File: config.mk
export PLATFORM = sky130hd
export DESIGN_NAME = writeback_stage_pipe
export DESIGN_NICKNAME = d
export VERILOG_FILES = /design/src/rtl/wb_pkg.sv /design/src/rtl/load_align.sv /design/src/rtl/writeback_stage_pipe.sv
export SDC_FILE = /design/constraint.sdc
export NUM_CORES = 1
export LEC_CHECK = 0
export BUFFER_PORTS_ARGS = -buffer_cell sky130_fd_sc_hd__buf_2
export CORE_UTILIZATION = 45
export CTS_CLUSTER_DIAMETER = 40
export DETAILED_ROUTE_END_ITERATION = 10
export PLACE_DENSITY_LB_ADDON = 0.3
export SYNTH_ARGS = -nofsm -noshare
export SYNTH_HDL_FRONTEND = slang
export SYNTH_SLANG_ARGS = --single-unit
File: constraint.sdc
create_clock -name clk -period 2 [get_ports clk]
set_clock_uncertainty 0.15 [all_clocks]
set_input_delay 0.1 -clock clk [delete_from_list [all_inputs] [get_ports clk]]
set_output_delay 0.1 -clock clk [all_outputs]
set_load 0.1 [all_outputs]
File: src/rtl/wb_pkg.sv
// Shared encodings for the writeback stage:
// result-source selects and RV load funct3 values.
package wb_pkg;

  localparam logic [1:0] SRC_ALU  = 2'd0;
  localparam logic [1:0] SRC_LOAD = 2'd1;
  localparam logic [1:0] SRC_PC4  = 2'd2;
  localparam logic [1:0] SRC_CSR  = 2'd3;

  localparam logic [2:0] LB  = 3'b000;
  localparam logic [2:0] LH  = 3'b001;
  localparam logic [2:0] LW  = 3'b010;
  localparam logic [2:0] LD  = 3'b011;
  localparam logic [2:0] LBU = 3'b100;
  localparam logic [2:0] LHU = 3'b101;
  localparam logic [2:0] LWU = 3'b110;

endpackage

File: src/rtl/load_align.sv
// Sub-word load extraction and misalignment detection.
// Purely combinational; byte offset comes from the load address.
module load_align
  import wb_pkg::*;
#(
  parameter int XLEN = 32,
  parameter int OFFW = $clog2(XLEN/8)
) (
  input  logic [2:0]      i_funct3,
  input  logic [OFFW-1:0] i_off,
  input  logic [XLEN-1:0] i_data,
  input  logic            i_is_load,
  output logic [XLEN-1:0] o_value,
  output logic            o_misalign
);

  localparam bit IS64 = (XLEN == 64);

  logic [XLEN-1:0] w_sh;
  logic            w_mis;

  assign w_sh = i_data >> {i_off, 3'b000};

  always_comb begin
    o_value = i_data;
    w_mis   = 1'b0;
    case (i_funct3)
      LB:  o_value = XLEN'($signed(w_sh[7:0]));
      LBU: o_value = XLEN'(w_sh[7:0]);
      LH: begin
        o_value = XLEN'($signed(w_sh[15:0]));
        w_mis   = i_off[0];
      end
      LHU: begin
        o_value = XLEN'(w_sh[15:0]);
        w_mis   = i_off[0];
      end
      LW: begin
        o_value = XLEN'($signed(w_sh[31:0]));
        w_mis   = |i_off[1:0];
      end
      // LD/LWU only exist on RV64; on RV32 they pass data through
      LWU: begin
        if (IS64) begin
          o_value = XLEN'(w_sh[31:0]);
          w_mis   = |i_off[1:0];
        end
      end
      LD: begin
        if (IS64) begin
          o_value = w_sh;
          w_mis   = |i_off;
        end
      end
      default: o_value = i_data;
    endcase
  end

  assign o_misalign = i_is_load & w_mis;

endmodule

File: src/rtl/writeback_stage_pipe.sv
// Registered writeback stage: result mux, stage register
// with stall/flush, and retired-instruction counter.
module writeback_stage_pipe
  import wb_pkg::*;
#(
  parameter int XLEN       = 32,
  parameter int REG_ADDR_W = 5,
  parameter int CNT_W      = 64
) (
  input  logic                  clk,
  input  logic                  rst,
  input  logic                  valid_m,
  input  logic                  reg_write_m,
  input  logic [1:0]            result_src_m,
  input  logic [2:0]            load_funct3_m,
  input  logic [REG_ADDR_W-1:0] rd_m,
  input  logic [XLEN-1:0]       alu_result_m,
  input  logic [XLEN-1:0]       read_data_m,
  input  logic [XLEN-1:0]       pc_plus4_m,
  input  logic [XLEN-1:0]       csr_data_m,
  input  logic                  stall_w,
  input  logic                  flush_w,
  output logic                  valid_w,
  output logic                  reg_write_w,
  output logic [REG_ADDR_W-1:0] rd_w,
  output logic [XLEN-1:0]       result_w,
  output logic                  misalign_w,
  output logic [CNT_W-1:0]      instret
);

  localparam int OFFW = $clog2(XLEN/8);

  logic [XLEN-1:0]       w_load;
  logic                  w_mis;
  logic [XLEN-1:0]       w_result;
  logic                  w_we;

  logic                  r_valid;
  logic                  r_we;
  logic [REG_ADDR_W-1:0] r_rd;
  logic [XLEN-1:0]       r_result;
  logic                  r_mis;
  logic [CNT_W-1:0]      r_instret;

  load_align #(
    .XLEN(XLEN)
  ) u_align (
    .i_funct3  (load_funct3_m),
    .i_off     (alu_result_m[OFFW-1:0]),
    .i_data    (read_data_m),
    .i_is_load (result_src_m == SRC_LOAD),
    .o_value   (w_load),
    .o_misalign(w_mis)
  );

  always_comb begin
    w_result = alu_result_m;
    case (result_src_m)
      SRC_ALU:  w_result = alu_result_m;
      SRC_LOAD: w_result = w_load;
      SRC_PC4:  w_result = pc_plus4_m;
      SRC_CSR:  w_result = csr_data_m;
      default:  w_result = alu_result_m;
    endcase
  end

  assign w_we = valid_m & reg_write_m
              & (rd_m != '0) & ~w_mis;

  always_ff @(posedge clk or negedge rst) begin
    if (!rst) begin
      r_valid   <= 1'b0;
      r_we      <= 1'b0;
      r_rd      <= '0;
      r_result  <= '0;
      r_mis     <= 1'b0;
      r_instret <= '0;
    end else if (flush_w) begin
      r_valid <= 1'b0;
      r_we    <= 1'b0;
      r_mis   <= 1'b0;
    end else if (stall_w) begin
      // a held instruction must not write the regfile twice
      r_we <= 1'b0;
    end else begin
      r_valid  <= valid_m;
      r_we     <= w_we;
      r_rd     <= rd_m;
      r_result <= w_result;
      r_mis    <= valid_m & w_mis;
      if (valid_m && !w_mis)
        r_instret <= r_instret + CNT_W'(1);
    end
  end

  assign valid_w     = r_valid;
  assign reg_write_w = r_we;
  assign rd_w        = r_rd;
  assign result_w    = r_result;
  assign misalign_w  = r_mis;
  assign instret     = r_instret;

endmodule

Word-level counts from Yosys, hierarchy flattened
Index checks and enable logic that the tools add are counted.
{"block": "word_totals", "ff_bits": 104}
{"block": "classes", "add_sub_neg": 1, "n_eq_ne": 8, "n_shift": 1, "mux": 9, "bitwise": 8, "reduce_logical": 9}
{"op": "32-bit case mux with 5 select lines", "count": 1}
{"op": "32-bit case mux with 4 select lines", "count": 1}
{"op": "64-bit by 1-bit adder with 64-bit output (second input constant)", "count": 1}
{"op": "32-bit by 5-bit >> shifter with 32-bit output", "count": 1}
{"op": "3-bit == test (second input constant)", "count": 2}
{"op": "1-bit 2-to-1 mux", "count": 6}
{"op": "1-bit AND", "count": 5}
{"op": "5-bit nonzero test", "count": 1}
{"op": "2-bit == test (second input constant)", "count": 2}
{"op": "2-bit OR reduction", "count": 2}
{"op": "3-bit by 1-bit == test with 1-bit output (second input constant)", "count": 1}
{"op": "3-bit by 2-bit == test with 1-bit output (second input constant)", "count": 1}
{"op": "3-bit zero test", "count": 1}
{"op": "1-bit inverter", "count": 3}
{"op": "3-bit AND reduction", "count": 1}
{"op": "2-bit by 1-bit == test with 1-bit output (second input constant)", "count": 1}
{"op": "2-bit zero test", "count": 1}
{"op": "2-bit by 1-bit inequality test with 1-bit output (second input constant)", "count": 1}
{"op": "1-bit case mux with 2 select lines", "count": 1}
{"op": "2-bit AND reduction", "count": 1}
{"op": "1-bit logical AND", "count": 1}
{"op": "1-bit zero test", "count": 1}

Depth between registers and ports, before layout
Gate-level depths: netlist of the first run.
{"block": "depth", "word_depth": 8, "mapped_depth": 8, "mapped_depth_nobuf": 6}

Hierarchy
From an unflattened synthesis of the first run, not the netlist that was laid out.
{"block": "hier_totals", "hier_cells": 594, "area_unflattened_um2": 6341.1}
{"mod": "writeback_stage_pipe", "n_inst": 1, "cells_each": 420, "area_per_inst_um2": 5286.3, "seq_area_each_um2": 2602.5}
{"mod": "load_align", "n_inst": 1, "cells_each": 174, "area_per_inst_um2": 1054.8, "seq_area_each_um2": 0.0}

Worst setup path before layout of the first run
OpenSTA, ideal clock, no wires.
{"block": "synth_timing", "kind": "register to register", "startpoint": "register r_instret[11] (netlist: instret[11])", "endpoint": "register r_instret[55] (netlist: instret[55])", "setup_ns": 0.163, "arrival_time_ns": 2.408, "required_ns": 1.687, "slack_ns": -0.721, "path_stages_with_launch": 7, "n_path_buf": 1, "path_cell_list": "dfrtp_1 -> nand4_1 -> nor4_4 -> o2111ai_4 -> buf_6 -> nor3_2 -> xor2_1"}
{"block": "synth_between", "elab_chain_cells": 1}
{"item": "start: declaration", "line": "writeback_stage_pipe.sv:43", "text": "logic [CNT_W-1:0] r_instret;"}
{"item": "start signal: assignment", "line": "writeback_stage_pipe.sv:92", "text": "r_instret <= r_instret + CNT_W'(1);"}
{"item": "64-bit by 1-bit adder with 64-bit output", "line": "writeback_stage_pipe.sv:92"}
Every way passes these cells.
A chain may end at the register's enable or synchronous reset.

Worst setup path in the final report of the first run
{"block": "layout_timing", "startpoint": "register r_instret[18] (netlist: instret[18])", "endpoint": "register r_instret[49] (netlist: instret[49])"}
Same word-level chain as after synthesis.

==> metrics.md, run 1 <==
| Metric | Value |
|---|---|
| Site Rows | 43 |
| Gr ovfl total | 0 |
| CP cell instances | nand4_1, nor4_4, buf_4, o2111ai_4, buf_12, buf_12, nor3_4, xor2_1 |
| P_leak | 0.00475 µW |
| Power per standard cell area | around 700 mW/mm² |
| EDFF count, synth | 0 |
| Met2 Resource Use GR | 0.518 |
| Crit path time final | 2.05 ns |
| Slowest stage delay, CP | 0.40 ns |
| Post-synth top area share | 0.406 |
| Critical path type | flip-flop to flip-flop |
| Initial antenna violation count | 4 |
| Final setup viols | 13 |
| Pre-CTS WS | -0.102 ns |
| Ys Warns | 0 |
| Peak VDD IR | 0.510 mV |
| Syn avg cell area | approximately 9.4 µm² |
| Worst-path maximum fanout | 8 |
| Main synth FF type | dfrtp_1 |
| Switching part of the total power | 0.420 |
| Max Cap Viol | 0 |
| Cell mode on critical path | buf_12 |
| Violated checks | setup timing |
| Crit-path slowest cell | dfrtp_4 |
| Gpl congestion | 0.907 |
| Die Wd | 121 µm |
| Switching power | 2880 µW |
| Final Slew Violations | 0 |
| Hold Fails Final Rpt | 0 |
| Area after DPL | 0.00861 mm² |
| Final instance area | 0.00978 mm² |
| Crit path buf inv count | 3 |
| GRT met3 Usage | 0.0625 |
| Status | finished with violations |
| Worst EP required | 2.13 ns |
| Initial Utilization | 0.461 |
| Post-synthesis cell count | 678 |
| Die area | 0.0147 mm² |
| Final Util | 0.705 |
| Layout cells sized above 1 | 0.485 |
| Synth-to-layout area growth | 52.8% |
| Rel. slew slack | 0.640 |
| Most frequent cells after synthesis | dfrtp_1 (104), nand2_1 (80), nor2_1 (52), xor2_1 (38), a21oi_1 (36) |
| Worst-path clk slew | 0.07 ns |
| Share of power burned in registers | 0.354 |
| Count leader, synth | dfrtp_1 |
| RSZ-0062 raised after global routing | yes |
| Wire per inst | roughly 19 µm |
| Largest net degree at the start of global routing | 45 |
| Syn nets | just over 800 |
| Vias/cell | 5.75 |
| First-pass GRT wire length | 35,200 µm |
| Clock Power Share | 0.261 |
| Vias in the first global route | 6,934 |
| Final WS setup | -0.0532 ns |
| Port Buffers | 247 |
| Slew @ Worst Pin | 0.544 ns |
| GR Util All Layers | 0.313 |
| Pwr Total | roughly 7000 µW |
| Delay-heaviest family, CP | simple AND/OR/NAND/NOR gates |
| Starting DRT DRC Count | 596 |
| Asr flop ratio synth | 1.00 |
| Drt pass-1 iters | 5 |
| Hold Path Class | input pin to flip-flop |
| IO Count | 248 |
| Clock root cell | clkbuf_16 |
| Fmax | 487 MHz |
| Drt drc | 0 |
| TritonCTS buffer count | 9 |
| Via Count | 7,018 |
| Post-synth top area cell | dfrtp_1 |
| Clock sinks | 104 |
| Final ANT Viol Nets | 0 |
| Seq/Total Area, Yosys | 0.406 |
| TNS Setup | -0.384 ns |
| Final nets | 1,178 |
| Clk buf depth | 2 |
| CTS tree | done |
| Final worst path period share | 1.03 |
| Multi-input logic area | roughly 0.0039 mm² |
| Core box area | ~0.014 mm² |
| Startpoint types | flip-flop |
| Filler instances | between 1,000 and 1,500 |
| Combinational share of power | 0.385 |
| CP arrival | 2.18 ns |
| Post-synthesis cell area | 0.00640 mm² |
| Drt total wl | 23,100 µm |
| Met1 Usage GRT | 0.386 |
| Internal | 3970 µW |
| Htree depth | 3 |
| DPL Wire Length | 16,500 µm |
| Most Crowded Layer GR | met2 |
| CP endpoint kind | flip-flop |
| Distinct cells, synth | 62 |
| Register Area | 0.00277 mm² |
| Die H | 121 µm |
| Worst-Skew Late Latency | between 0.3 and 0.4 ns |
| #FFs+latches synth | 104 |
| Largest cells by area after synthesis | dfrtp_1 (41%), xor2_1 (5.2%), nand2_1 (4.7%) |
[flip-flops by register name, indices dropped and copies added, names as in the netlist]
register	count
instret	64
result_w	32
rd_w	5
misalign_w	1
reg_write_w	1
valid_w	1
[path summary, 6_finish.rpt]
kind	startpoint	end	slack [ns]	cells after the start
worst max-delay path	instret[18]	instret[49]	-0.05	8
worst min-delay path	csr_data_m[21]	result_w[21]	0.006	4
worst max register to register	instret[18]	instret[49]	-0.05	8
worst min register to register	instret[63]	instret[63]	0.32	1
max in group asynchronous	rst	instret[16]	0.66	3
min in group asynchronous	rst	instret[9]	0.13	3
[per-stage QoR]
stage,hold slack [ns],std cells
after floorplan,-0.346,678
after global placement,-0.190,1142
after detailed placement,-0.191,1142
after CTS,0.000320,1215
after global routing,0.0245,1221
final,0.00568,1221
[per-layer routing]
| metal | up-vias | wire length, µm |
|---|---|---|
| met5 | - | 11 |
| met4 | 2 | 906 |
| met3 | 77 | 1810 |
| met2 | 375 | 11300 |
| met1 | 3370 | 9010 |
| li1 | 3194 | - |
[cell type report]
| class | count | area share |
|---|---|---|
| antenna | 3 | 0.000767 |
| clock buffer | 12 | 0.0242 |
| clock inverter | 4 | 0.00537 |
| inverter | 26 | 0.00997 |
| multi-input combinational | 509 | 0.397 |
| sequential | 104 | 0.283 |
| tap | 180 | 0.0230 |
| timing repair buffer | 383 | 0.257 |
[kinds of logic (layout without fill, tap and decap cells)]
| group | count (synthesis) | after routing | synth area share |
|---|---|---|---|
| compound gates | 161 | 161 | 0.184 |
| xor+xnor | 63 | 63 | 0.0862 |
| fa+ha+maj | 1 | 1 | 0.00195 |
| buf+inv | 66 | 425 | 0.0428 |
| flops | 104 | 104 | 0.406 |
| mux | 40 | 40 | 0.0832 |
| other cells | 0 | 3 | 0 |
| simple gates | 243 | 244 | 0.196 |
[what timing repair did]
action	in CTS	in global routing
pin swaps	23	30
hold buffers	47	0
gates cloned	0	1
setup buffers	10	2
hold endpoints to repair	139	0
resized for setup	20	36
endpoints found under the setup margin	13	46
[placed cells by master (no fill, tap or decap), types with 6 or more instances in the layout]
master	instances
buf_2	246
and3_1	6
xor2_1	36
inv_1	25
clkbuf_16	9
buf_4	78
a21oi_1	36
nor3_1	14
nor2_1	37
o21ai_0	30
dlygate4sd3_1	47
buf_12	10
nor2_4	11
mux2i_1	23
o22ai_1	10
o221ai_1	21
nand4_1	12
a221oi_1	9
a31oi_1	13
nor3_4	13
a21o_1	6
mux2_2	6
nand3_1	18
nand2_1	79
xnor2_1	23
o221a_2	10
nand2b_1	9
dfrtp_1	47
dfrtp_4	38
dfrtp_2	19
mux4_2	10
[worst reg2reg max path, delay by kind of cell, from the launching register on]
family,cells,cell delay (ns)
buffers and inverters,3,0.50
xor gates and xnor gates,1,0.16
and+or+nand+nor,3,0.65
AOI/OAI and AO/OA,1,0.12
DFF,1,0.40
[power groups by stage]
stage	combinational (µW)	sequential, µW	clock, µW
final	2640	2430	1790
after floorplan	544	3740	0
after detailed placement	2540	2460	0
after global placement	2510	2460	0
after global routing	2770	2450	1880
after CTS	2610	2420	1810
No activity file was read; power rests on OpenSTA's default activity.
==> run 2: changes to the inputs <==
--- a/config.mk
+++ b/config.mk
@@ -9,7 +9,7 @@
 export CORE_UTILIZATION = 45
 export CTS_CLUSTER_DIAMETER = 40
 export DETAILED_ROUTE_END_ITERATION = 10
-export PLACE_DENSITY_LB_ADDON = 0.3
+export PLACE_DENSITY = 0.78
 export SYNTH_ARGS = -nofsm -noshare
 export SYNTH_HDL_FRONTEND = slang
 export SYNTH_SLANG_ARGS = --single-unit
==> run 2 against run 1 <==
  * The flow still finishes with violations (setup timing)
  * Sequential share of layout area down 0.19 points
  * Clock-buffer cell count down 2
  * Final cell count up 0.90%
  * Cell area up 0.69%
  * Core utilization up 0.49 points
  * Sequential cell count unchanged
  * Maximum frequency down 1.1%
  * Clock power up 7%
  * Largest cell class unchanged
==> metrics.md, run 2 (synthesis gave the netlist of run 1 again) <==
| Metric | Value |
|---|---|
| CP arrival | ~2.2 ns |
| Drt pass-1 iters | 5 |
| Initial antenna violation count | 7 |
| Hold Fails Final Rpt | 0 |
| Status | finished with violations |
| Worst-path clk slew | 0.08 ns |
| Final nets | approximately 1,200 |
| TritonCTS buffer count | 9 |
| GRT met3 Usage | 0.0789 |
| Met2 Resource Use GR | 0.522 |
| Power per standard cell area | 710 mW/mm² |
| RR Endpoint | instret[56] |
| Largest net degree at the start of global routing | 46 |
| Post-Place Cells | 1,146 |
| Hold_ws | 0.0397 ns |
| Hold path endpoint | result_w[25] |
| Wire per inst | 19.5 µm |
| Peak VDD IR | 0.504 mV |
| Worst-path maximum fanout | 8 |
| P_leak | 0.00471 µW |
| Register-to-register setup slack | -0.08 ns |
| DPL Wire Length | 16,700 µm |
| Drt total wl | 24,000 µm |
| Startpoint types | flip-flop |
| IO Count | 248 |
| Gpl congestion | 0.947 |
| Die H | 121 µm |
| GR Util All Layers | 0.321 |
| CTS tree | done |
| Commonest non-fill, non-tap cell in the layout | buf_2 |
| Final worst path period share | 1.04 |
| Gr ovfl total | 0 |
| Synth-to-layout area growth | 53.8% |
| Final WS setup | -0.0766 ns |
| Htree depth | 3 |
| Final Slew Violations | 0 |
| Max reg flops | 64 |
| Pwr Total | approximately 7000 µW |
| First-pass GRT wire length | 35,900 µm |
| Initial Utilization | 0.461 |
| Layout cells sized above 1 | 0.485 |
| Slew @ Worst Pin | 0.545 ns |
| Min-delay src | pc_plus4_m[25] |
| Vias in the first global route | 6,988 |
| Critical path type | flip-flop to flip-flop |
| Commonest cells after routing, fill and taps aside | buf_2 (246), nand2_1 (79), buf_4 (77) |
| Via Count | 7,224 |
| Crit path time final | 2.08 ns |
| Drt drc | 0 |
| Most Crowded Layer GR | met2 |
| Worst EP required | 2.11 ns |
| Worst R2R Path Depth | 7 |
| Max Cap Viol | 0 |
| Die Wd | 121 µm |
| Filler instances | 1,012 |
| Die area | 0.0147 mm² |
| Site Rows | 43 |
| Worst-Skew Late Latency | 0.37 ns |
| Final setup viols | 1 |
| Violated checks | setup timing |
| RSZ-0062 raised after global routing | yes |
| Post-Layout Cell Count | roughly 1,200 |
| Port Buffers | 247 |
| Hold Path Depth | 5 |
| Clock root cell | clkbuf_16 |
| Met1 Usage GRT | 0.390 |
| R2r startpoint | instret[19] |
| Starting DRT DRC Count | 586 |
| Pre-CTS WS | -0.0549 ns |
| Clk buf depth | 2 |
| Clock sinks | 104 |
| Hold Path Class | input pin to flip-flop |
| Fmax | roughly 480 MHz |
| Final ANT Viol Nets | 0 |
| CP endpoint kind | flip-flop |
| Vias/cell | 5.86 |
| Core box area | about 0.014 mm² |
| Rel. slew slack | 0.636 |
run 2: worst max-delay path by stage:
stage | end | from | cells past startpoint | slack, ns
after floorplan | instret[29] | instret[1] | 5 | -0.18
after global placement | instret[53] | instret[18] | 7 | 0.002
after detailed placement | instret[51] | instret[18] | 7 | -0.05
after CTS | instret[28] | instret[10] | 6 | -0.002
after global routing | instret[56] | instret[28] | 7 | -0.13
final | instret[56] | instret[19] | 7 | -0.08
run 2: per-layer routing:
layer / routed length (µm) / vias to the layer above
met4: 1220 / 2
met2: 11500 / 476
met3: 2210 / 100
met5: 11 / -
li1: - / 3210
met1: 9040 / 3436
run 2: area by class of cell:
type,instances,area (µm²),share of cell area
Clock inverter,6,86.3,0.00876
Tap cell,180,225,0.0229
Antenna cell,6,15.0,0.00152
Clock buffer,10,229,0.0232
Inverter,26,97.6,0.00991
Multi-Input combinational cell,510,3850,0.391
Timing Repair Buffer,390,2580,0.261
Sequential cell,104,2770,0.281
run 2: through the flow:
stage	util	setup TNS, ns	area (µm²)
2_1_floorplan	-	-5.51	6670
5_1_grt	0.710	-1.49	9850
3_3_place_gp	0.623	0	8640
4_1_cts	0.686	-0.00315	9530
6_report	0.710	-0.0766	9850
3_5_place_dp	0.623	-0.240	8640
run 2: power breakdown:
part,switching (µW),internal (µW),total [µW],leakage (µW)
Clock,903,1010,1910,0.000154
Combinational,1950,709,2660,0.00332
Sequential,131,2300,2430,0.00123
Total,2980,4020,7000,0.00471
run 2: worst max-delay path: stages, from the launching register on:
cell and delay [ns]:
dfrtp_4 0.42, nand4_1 0.16, nor4_4 0.30, buf_6 0.16, o2111ai_4 0.14, buf_12 0.20
nor3_2 0.20, xor2_1 0.25
run 2: timing repair:
| action | CTS | global route |
|---|---|---|
| setup endpoints to repair | 15 | 43 |
| pin swaps | 1 | 31 |
| hold endpoints to repair | 142 | 0 |
| gates cloned | 1 | 2 |
| setup buffers | 1 | 7 |
| resized for setup | 3 | 43 |
| hold buffers | 53 | 0 |
==> run 3: changes to the inputs <==
--- a/config.mk
+++ b/config.mk
@@ -6,10 +6,12 @@
 export NUM_CORES = 1
 export LEC_CHECK = 0
 export BUFFER_PORTS_ARGS = -buffer_cell sky130_fd_sc_hd__buf_2
-export CORE_UTILIZATION = 45
+export CELL_PAD_IN_SITES_DETAIL_PLACEMENT = 0
+export CELL_PAD_IN_SITES_GLOBAL_PLACEMENT = 1
+export CORE_UTILIZATION = 33
 export CTS_CLUSTER_DIAMETER = 40
 export DETAILED_ROUTE_END_ITERATION = 10
-export PLACE_DENSITY = 0.78
+export PLACE_DENSITY_LB_ADDON = 0.1
 export SYNTH_ARGS = -nofsm -noshare
 export SYNTH_HDL_FRONTEND = slang
 export SYNTH_SLANG_ARGS = --single-unit
==> run 3 against run 2 <==
  * The flow still finishes with violations (setup timing)
  * Sequential share of layout area shrank 0.33 points
  * Global-route usage shrank 7.9 points
  * Clock-buffer cell count is the same
  * First-iteration DRC count shrank 51%
  * Critical endpoint is now instret[36]
  * Largest cell class unchanged
  * Largest power group unchanged
==> metrics.md, run 3 (synthesis gave the netlist of run 1 again) <==
| Metric | Value |
|---|---|
| Status | finished with violations |
| Violated checks | setup timing |
| TritonCTS buffer count | 9 |
| Final setup viols | 3 |
| Crit-path slowest cell | dfrtp_4 |
| CP endpoint kind | flip-flop |
| Layout cells sized above 1 | 0.492 |
| Drt drc | 0 |
| GR Util All Layers | 0.242 |
| Rel. slew slack | 0.580 |
| Final WS setup | -0.0202 ns |
| Hold Fails Final Rpt | 0 |
| Pwr Total | 6990 µW |
| Post-Layout Cell Count | ~1,300 |
| Final Slew Violations | 0 |
| Worst-Skew Late Latency | 0.36 ns |
| Clock sinks | 104 |
| Crit path time final | 2.02 ns |
| Worst-path maximum fanout | 8 |
| Commonest non-fill, non-tap cell in the layout | buf_2 |
| Synth-to-layout area growth | 55.7% |
| Slew @ Worst Pin | 0.630 ns |
| First-pass GRT wire length | 37,300 µm |
| Final instance area | ~0.01 mm² |
| Area after DPL | 0.00879 mm² |
| Die H | approximately 140 µm |
| Critical path type | flip-flop to flip-flop |
| Max Cap Viol | 0 |
| Hold Path Class | input pin to flip-flop |
| Filler instances | ~1,800 |
| Via Count | 6,858 |
| Share of power burned in registers | 0.347 |
| Die area | roughly 0.020 mm² |
| Clock Power Share | 0.270 |
| Starting DRT DRC Count | 289 |
| CP arrival | 2.15 ns |
| Final nets | 1,192 |
| Vias/cell | 5.21 |
| Port Buffers | ~250 |
| Final ANT Viol Nets | 0 |
| P_leak | 0.00481 µW |
| Max reg flops | 64 |
| Wire per inst | 18.6 µm |
| Cell mode on critical path | buf_4 |
| Combinational share of power | 0.383 |
| Gpl congestion | 0.922 |
| Worst-path clk slew | 0.08 ns |
| Switching power | 2980 µW |
| Commonest cells after routing, fill and taps aside | buf_2 (246), buf_4 (89), nand2_1 (79) |
| Htree depth | 3 |
| Fmax | 495 MHz |
| DPL Wire Length | 18,500 µm |
| CP cell instances | nand4_1, nor4_4, buf_4, o2111ai_4, buf_12, buf_4, nor2_4, xor2_1 |
| Clk buf depth | 2 |
| Worst EP required | 2.13 ns |
| Multi-input logic area | approximately 0.0038 mm² |
| Vias in the first global route | 6,876 |
| Power per standard cell area | ~700 mW/mm² |
| Site Rows | 50 |
| RSZ-0062 raised after global routing | yes |
| Gr ovfl total | 0 |
| Initial antenna violation count | 6 |
| Die Wd | roughly 140 µm |
| CTS tree | done |
| Final worst path period share | 1.01 |
| Largest net degree at the start of global routing | 42 |
| Drt pass-1 iters | 4 |
| Drt total wl | approximately 25,000 µm |
| Post-Place Cells | 1,235 |
| Initial Utilization | 0.339 |
| Pre-CTS WS | -0.0836 ns |
| Peak VDD IR | approximately 0.91 mV |
| IO Count | between 200 and 250 |
| Core box area | around 0.019 mm² |
| Register Area | around 0.0028 mm² |
| TNS Setup | -0.0362 ns |
| Clock root cell | clkbuf_16 |
| Slowest stage delay, CP | 0.41 ns |
| Switching part of the total power | 0.427 |
| Startpoint types | flip-flop |
| Internal | 4010 µW |
## run 3: area by class of cell
cell class | instances | share of cell area
Timing Repair Buffer | 398 | 0.263
Inverter | 26 | 0.00979
Clock inverter | 6 | 0.00766
Antenna cell | 5 | 0.00126
Tap cell | 260 | 0.0326
Sequential cell | 104 | 0.278
Multi-Input combinational cell | 508 | 0.385
Clock buffer | 10 | 0.0230
## run 3: worst paths after layout
check,depth (start not counted),to,startpoint,slack [ns]
max in group asynchronous,3,instret[7],rst,0.89
max,8,instret[36],instret[9],-0.02
min,4,result_w[18],csr_data_m[18],0.01
min in group asynchronous,2,result_w[24],rst,0.15
max reg2reg,8,instret[36],instret[9],-0.02
min reg2reg,1,instret[63],instret[63],0.32
## run 3: timing repair
item / 4_1_cts / 5_1_grt
setup buffers: 4 / 7
endpoints found under the setup margin: 16 / 29
resized for setup: 9 / 48
pin swaps: 5 / 30
cloned: 0 / 2
endpoints found under the hold margin: 73 / 0
hold buffers: 48 / 0
## run 3: power by group through the flow
stage | sequential (µW) | clock (µW) | combinational [µW]
6_report | 2430 | 1890 | 2670
5_1_grt | 2450 | 2010 | 2800
4_1_cts | 2430 | 1930 | 2660
3_5_place_dp | 2470 | 0 | 2580
3_3_place_gp | 2460 | 0 | 2550
2_1_floorplan | 3740 | 0 | 544
## run 3: worst max-delay path, delay by kind of cell (launching register included)
kind                      cells  cell delay, ns
and+or+nand+nor               3            0.57
AOI/OAI and AO/OA             1            0.14
xor gates and xnor gates      1            0.13
DFF                           1            0.41
buffers and inverters         3            0.53
## run 3: routing by layer
metal | vias up | share of wire | GRT usage
met3 | 28 | 0.067 | 0.0537
met5 | - | 0.0011 | 0
met1 | 3337 | 0.45 | 0.326
met4 | 4 | 0.015 | 0.0727
met2 | 271 | 0.47 | 0.387
li1 | 3218 | - | -
## run 3: through the flow
stage	util	hold WS, ns
2_1_floorplan	-	-0.346
3_3_place_gp	0.465	-0.00410
3_5_place_dp	0.465	0.00258
4_1_cts	0.510	0.0000948
5_1_grt	0.527	0.0225
6_report	0.528	0.00975
